==> config.mk <==
export PLATFORM = sky130hd
export DESIGN_NAME = dmem_responder
export DESIGN_NICKNAME = d
export VERILOG_FILES = /design/src/rtl/dmem_pkg.sv /design/src/rtl/dmem_array.sv /design/src/rtl/dmem_responder.sv
export SDC_FILE = /design/constraint.sdc
export NUM_CORES = 2
export LEC_CHECK = 0
export ABC_AREA = 1
export BUFFER_PORTS_ARGS = -buffer_cell sky130_fd_sc_hd__buf_2
export CORE_MARGIN = 5
export CORE_UTILIZATION = 45
export DETAILED_ROUTE_END_ITERATION = 8
export PLACE_DENSITY_LB_ADDON = 0.2
export REMOVE_ABC_BUFFERS = 1
export SLEW_MARGIN = 20
export SYNTH_ARGS = -nofsm -noshare
export SYNTH_HDL_FRONTEND = slang
export SYNTH_SLANG_ARGS = --single-unit
==> constraint.sdc <==
create_clock -name clk -period 21.8 [get_ports clk]
set_input_delay 4.36 -clock clk [delete_from_list [all_inputs] [get_ports clk]]
set_output_delay 4.36 -clock clk [all_outputs]
set_load 0.01 [all_outputs]
==> src/rtl/dmem_pkg.sv <==
// Shared types, constants and address helper for the data-memory responder.
package dmem_pkg;

  typedef enum logic [1:0] {IDLE, WAIT, RESP} dmem_state_t;

  localparam int unsigned WORD_BYTES      = 4;
  localparam int unsigned MAX_WAIT_STATES = 15;
  localparam int unsigned WAIT_CNT_W      = $clog2(MAX_WAIT_STATES + 1);

  // Word index of a byte address; the full upper field is kept so range checks cannot wrap.
  function automatic logic [29:0] word_idx(input logic [31:0] addr);
    return 30'(addr >> 2);
  endfunction

endpackage

==> src/rtl/dmem_array.sv <==
// DEPTH_WORDS x 32 data array: per-byte write enable, combinational read, power-up word i = i.
module dmem_array
  import dmem_pkg::*;
#(
  parameter int unsigned DEPTH_WORDS = 128,
  parameter int unsigned ADDR_W      = $clog2(DEPTH_WORDS)
) (
  input  logic                  clk,
  input  logic                  we,
  input  logic [ADDR_W-1:0]     addr,
  input  logic [31:0]           wdata,
  input  logic [WORD_BYTES-1:0] be,
  output logic [31:0]           rdata
);

  // Each entry holds (word ^ index), so an all-zero power-up image reads back as word i = i.
  logic [31:0] mem [DEPTH_WORDS] = '{default: '0};
  logic [31:0] addr_word;

  assign addr_word = 32'(addr);

  always_ff @(posedge clk) begin
    if (we) begin
      for (int b = 0; b < WORD_BYTES; b++) begin
        if (be[b]) begin
          mem[addr][8*b +: 8] <= wdata[8*b +: 8] ^ addr_word[8*b +: 8];
        end
      end
    end
  end

  assign rdata = mem[addr] ^ addr_word;

endmodule

==> src/rtl/dmem_responder.sv <==
// Data-memory responder: one request at a time, WAIT_STATES-cycle delay, then a held response.
// Optional build macro DMEM_MISALIGN_ERR_EN flags addr[1:0] != 0 as an access error.
module dmem_responder
  import dmem_pkg::*;
#(
  parameter int unsigned DEPTH_WORDS = 128,
  parameter int unsigned WAIT_STATES = 1
) (
  input  logic        clk,
  input  logic        rst,
  input  logic        req_valid,
  output logic        req_ready,
  input  logic        req_we,
  input  logic [31:0] req_addr,
  input  logic [31:0] req_wdata,
  input  logic [3:0]  req_be,
  output logic        rsp_valid,
  input  logic        rsp_ready,
  output logic [31:0] rsp_rdata,
  output logic        rsp_err
);

  localparam int unsigned ADDR_W = $clog2(DEPTH_WORDS);

  dmem_state_t           state;
  logic [WAIT_CNT_W-1:0] wait_cnt;
  logic                  we_q;
  logic [31:0]           addr_q;
  logic [31:0]           wdata_q;
  logic [3:0]            be_q;

  logic        accept;
  logic        enter_resp;
  logic        acc_we;
  logic [31:0] acc_addr;
  logic [31:0] acc_wdata;
  logic [3:0]  acc_be;
  logic        acc_err;
  logic [31:0] arr_rdata;
  logic [31:0] resp_rdata;
  logic        arr_we;

  // A zero-wait accept goes straight to RESP, so the access uses the bus, not the latches.
  always_comb begin
    accept     = (state == IDLE) && req_valid && req_ready;
    enter_resp = (accept && (WAIT_STATES == 0)) ||
                 ((state == WAIT) && (wait_cnt == WAIT_CNT_W'(1)));
    if (state == IDLE) begin
      acc_we    = req_we;
      acc_addr  = req_addr;
      acc_wdata = req_wdata;
      acc_be    = req_be;
    end else begin
      acc_we    = we_q;
      acc_addr  = addr_q;
      acc_wdata = wdata_q;
      acc_be    = be_q;
    end
    acc_err = word_idx(acc_addr) >= 30'(DEPTH_WORDS);
`ifdef DMEM_MISALIGN_ERR_EN
    if (acc_addr[1:0] != 2'b00) begin
      acc_err = 1'b1;
    end
`endif
    resp_rdata = (acc_we || acc_err) ? 32'h0 : arr_rdata;
    arr_we     = enter_resp && acc_we && !acc_err && !rst;
  end

`ifndef DMEM_MISALIGN_ERR_EN
  logic unused_lsbs;
  assign unused_lsbs = ^acc_addr[1:0];
`endif

  dmem_array #(
    .DEPTH_WORDS (DEPTH_WORDS),
    .ADDR_W      (ADDR_W)
  ) u_array (
    .clk   (clk),
    .we    (arr_we),
    .addr  (acc_addr[ADDR_W+1:2]),
    .wdata (acc_wdata),
    .be    (acc_be),
    .rdata (arr_rdata)
  );

  always_ff @(posedge clk) begin
    if (rst) begin
      state     <= IDLE;
      wait_cnt  <= '0;
      we_q      <= 1'b0;
      addr_q    <= '0;
      wdata_q   <= '0;
      be_q      <= '0;
      req_ready <= 1'b0;
      rsp_valid <= 1'b0;
      rsp_rdata <= '0;
      rsp_err   <= 1'b0;
    end else begin
      unique case (state)
        IDLE: begin
          req_ready <= 1'b1;
          if (accept) begin
            we_q      <= req_we;
            addr_q    <= req_addr;
            wdata_q   <= req_wdata;
            be_q      <= req_be;
            wait_cnt  <= WAIT_CNT_W'(WAIT_STATES);
            req_ready <= 1'b0;
            if (WAIT_STATES == 0) begin
              state     <= RESP;
              rsp_valid <= 1'b1;
              rsp_rdata <= resp_rdata;
              rsp_err   <= acc_err;
            end else begin
              state <= WAIT;
            end
          end
        end
        WAIT: begin
          wait_cnt <= wait_cnt - WAIT_CNT_W'(1);
          if (enter_resp) begin
            state     <= RESP;
            rsp_valid <= 1'b1;
            rsp_rdata <= resp_rdata;
            rsp_err   <= acc_err;
          end
        end
        RESP: begin
          if (rsp_ready) begin
            state     <= IDLE;
            rsp_valid <= 1'b0;
            rsp_rdata <= '0;
            rsp_err   <= 1'b0;
            req_ready <= 1'b1;
          end
        end
        default: begin
          state     <= IDLE;
          req_ready <= 1'b0;
          rsp_valid <= 1'b0;
        end
      endcase
    end
  end

endmodule

==> impl_metrics.csv <==
group,metric,value,unit
floorplanning,fp.dieW,607,um
critical_path,worst_r2r_startpoint,"state[1]",
critical_path,crit_required,22700,ps
timing,finalWorstSetupSlack,12300,ps
synthesis,synth-simple-area-share,14.0,%
critical_path,critPathTopFamily,"buffers and inverters",
run,maxCapViolations,0,
synthesis,syn_avg_cell_area,13.2,um2
final_layout,final_core_util,50.7,%
floorplanning,ioPinCount,108,
timing,worstMarginPinSlew,1350,ps
critical_path,endpoint_kind,"register",
critical_path,crit_slowest_cell,"buf_4",
final_layout,drive_above_1_share,8.24,%
detailed_routing,wl_per_cell,29.0,um
timing,fin_worst_skew,42.8,ps
floorplanning,die-area,369000,um2
grt,grt_pass1_vias,95949,
floorplanning,die_h,607,um
detailed_routing,first_iter_violations,13770,
clock_network,cts_setup_buffers,0,
floorplanning,fp.coreArea,356000,um2
place,placed_area,166000,um2
pwr,powerDensity,102,nW/um2
grt,grt_usage,26.4,%
grt,grt_max_degree,185,
clock_network,h-tree-depth,5,
pwr,p_leak,59.6,nW
final_layout,postLayoutCellArea,180000,um2
place,portBuffers,105,
timing,finalSetupViolCount,0,
synthesis,synth.ff_latch_count,4204,
synthesis,async_reset_ff_share,0,%
clock_network,clk_pin_slew_worst_paths,60,ps
clock_network,numCtsBuffers,430,
synthesis,ys_types,37,
critical_path,crit_path_start_kind,"input port",
floorplanning,initial_core_util,45.2,%
detailed_routing,totalWireLength,502,mm
detailed_routing,dr_total_vias,101218,
critical_path,critPathArrivalTime,10400,ps
clock_network,cts.sinks,4204,
detailed_routing,viasPerCell,5.84,
timing,slew_viol_final,0,
hold_path,hold_path_startpoint,"be_q[1]",
critical_path,cpPeakStageDelay,820,ps
synthesis,synth_edf_count,4096,
timing,timing.hold.ws,458,ps
synthesis,synthCells,12144,
final_layout,syn_to_final_growth,12.2,%
timing,setup_tns,0,ps
clock_network,cts_root_buf,"clkbuf_16",
grt,grt_pass1_wl,706,mm
grt,antenna_found_initial,27,
clock_network,post_cts_resized,0,
critical_path,critPathKind,"input port to register",
hold_path,hold_class,"register to register",
detailed_routing,first_pass_iters,8,
final_layout,layout_common_cells,"edfxtp_1 (4096), nor2_1 (2869), nand2_1 (2002)",
timing,rsz0062_at_grt,"false",
synthesis,synthMuxAreaShare,0,%
synthesis,yosysWarnings,0,
place,gp_congestion,0.881,
timing,slew_headroom,10.0,%
final_layout,fin_nets,12286,
critical_path,cp_cell_sequence,"buf_2 -> nand2_1 -> nand2_2 -> nor2_4 -> buf_4 -> nand2_8 -> buf_4 -> buf_4 -> buf_4 -> buf_4 -> nor2_1 -> nor3_1 -> nand3b_1 -> nand2_1 -> nand2_1 -> nor2_1 -> nand2_1 -> nor2_1 -> nand2_1 -> a21oi_1",
clock_network,ctsHoldBuffers,0,
timing,finalCritPeriodShare,43.6,%
place,hpwlAfterDp,300,mm
grt,globalRouteOverflowTotal,0,
timing,max_freq,105,MHz
detailed_routing,ant_nets,0,
synthesis,synth_compound_area_share,5.91,%
critical_path,setup.worst_path.start,"req_addr[4]",
synthesis,synth_top_family_by_area,"simple AND/OR/NAND/NOR gates",
clock_network,clockBufferDepth,4,
timing,min_period,9500,ps
clock_network,clock_latency,970,ps
critical_path,critPathBufInv,6,
detailed_routing,drc,0,
synthesis,yosysSeqAreaShare,77.9,%
synthesis,syn-cell-area,161000,um2
critical_path,crit_fanout,51,
synthesis,synthAdderAreaFrac,0.0156,%
place,place_ws,11420,ps
clock_network,cts_tree,"built",
timing,hold_viol,0,
floorplanning,fp-row-count,219,
pwr,vdd_drop_max,0.0791,mV
final_layout,final_common_cell,"edfxtp_1",
status,status,"completed",
synthesis,synth_flop_cell,"edfxtp_1",
synthesis,synth_xor_area_share,0.0382,%
[registers in the layout, indices dropped and copies added (netlist names)]
name and flops:
rsp_rdata 32, rsp_err 1, addr_q 30, state 2
wait_cnt 4, be_q 4, u_array.mem 4096, wdata_q 32
req_ready 1, rsp_valid 1, we_q 1
[final timing paths]
check                        to  slack [ps]  cells past startpoint
setup / recovery  rsp_rdata[13]       12300                     20
hold / removal          be_q[1]         460                      2
setup reg to reg  rsp_rdata[13]       14480                     21
hold reg to reg         be_q[1]         460                      2
[Yosys cell counts, types with 2 or more instances]
| library cell | number | share of area [%] |
|---|---|---|
| ha_1 | 2 | 0.016 |
| inv_2 | 11 | 0.026 |
| o21ai_0 | 236 | 0.74 |
| nor4_1 | 6 | 0.023 |
| o22a_1 | 163 | 0.89 |
| o21ai_2 | 4 | 0.022 |
| o21ai_1 | 51 | 0.16 |
| buf_4 | 10 | 0.047 |
| dfxtp_1 | 108 | 1.3 |
| buf_6 | 2 | 0.014 |
| nand3b_1 | 71 | 0.33 |
| a21oi_1 | 113 | 0.35 |
| nor2_4 | 5 | 0.035 |
| nor3_1 | 92 | 0.29 |
| nand2_1 | 2010 | 4.7 |
| edfxtp_1 | 4096 | 77 |
| nand3_1 | 398 | 1.2 |
| a21boi_0 | 2 | 0.0093 |
| xor2_1 | 4 | 0.022 |
| nand4_1 | 120 | 0.47 |
| clkbuf_1 | 255 | 0.60 |
| nor2_2 | 6 | 0.023 |
| or2_2 | 25 | 0.097 |
| o22ai_1 | 937 | 3.6 |
| buf_1 | 31 | 0.072 |
| a31oi_1 | 9 | 0.035 |
| o211ai_1 | 8 | 0.037 |
| inv_1 | 79 | 0.18 |
| nor2_1 | 2905 | 6.8 |
| nand2_2 | 12 | 0.047 |
| xnor2_1 | 3 | 0.016 |
| buf_2 | 365 | 1.1 |
[stage by stage]
step | total power [mW] | instances
after floorplan | 10.6 | 11480
final | 18.5 | 17338
after global placement | 11.3 | 16527
after detailed placement | 11.4 | 16527
after CTS | 18.5 | 17314
after global routing | 19.0 | 17324
[final cells by class]
type	instances	area, um2
fill	29948	175000
sequential	4204	125000
multi-input combinational	7186	32800
clock buffer	533	11400
tap	4751	5940
clock inverter	254	2370
timing repair buffer	299	2170
inverter	90	352
antenna	21	52.6
[routing by layer]
layer,global-route usage (%),part of all wire [%],up-vias
met5,0,0.035,-
met4,11.0,4.5,30
met3,6.27,11,920
met2,39.8,45,5392
met1,36.9,40,50796
li1,-,-,44080
[tightest hold or removal path, stage by stage (launching register included)]
cell     delay (ps)
dfxtp_1         300
inv_1            60
a21oi_1          60
[power by group]
part	internal [mW]	switching, mW
sequential	9.14	0.00599
clock	4.16	3.08
combinational	0.442	1.63
total	13.7	4.71
[kinds of logic (layout without fill, tap and decap cells)]
logic type / after synthesis / in the layout
DFF: 4204 / 4204
AOI/OAI and AO/OA: 1527 / 1527
buffers and inverters: 754 / 1176
and+or+nand+nor: 5650 / 5650
adders and majority gates: 2 / 2
other: 0 / 21
xor gates and xnor gates: 7 / 7
(Power assumes the default switching activity.)
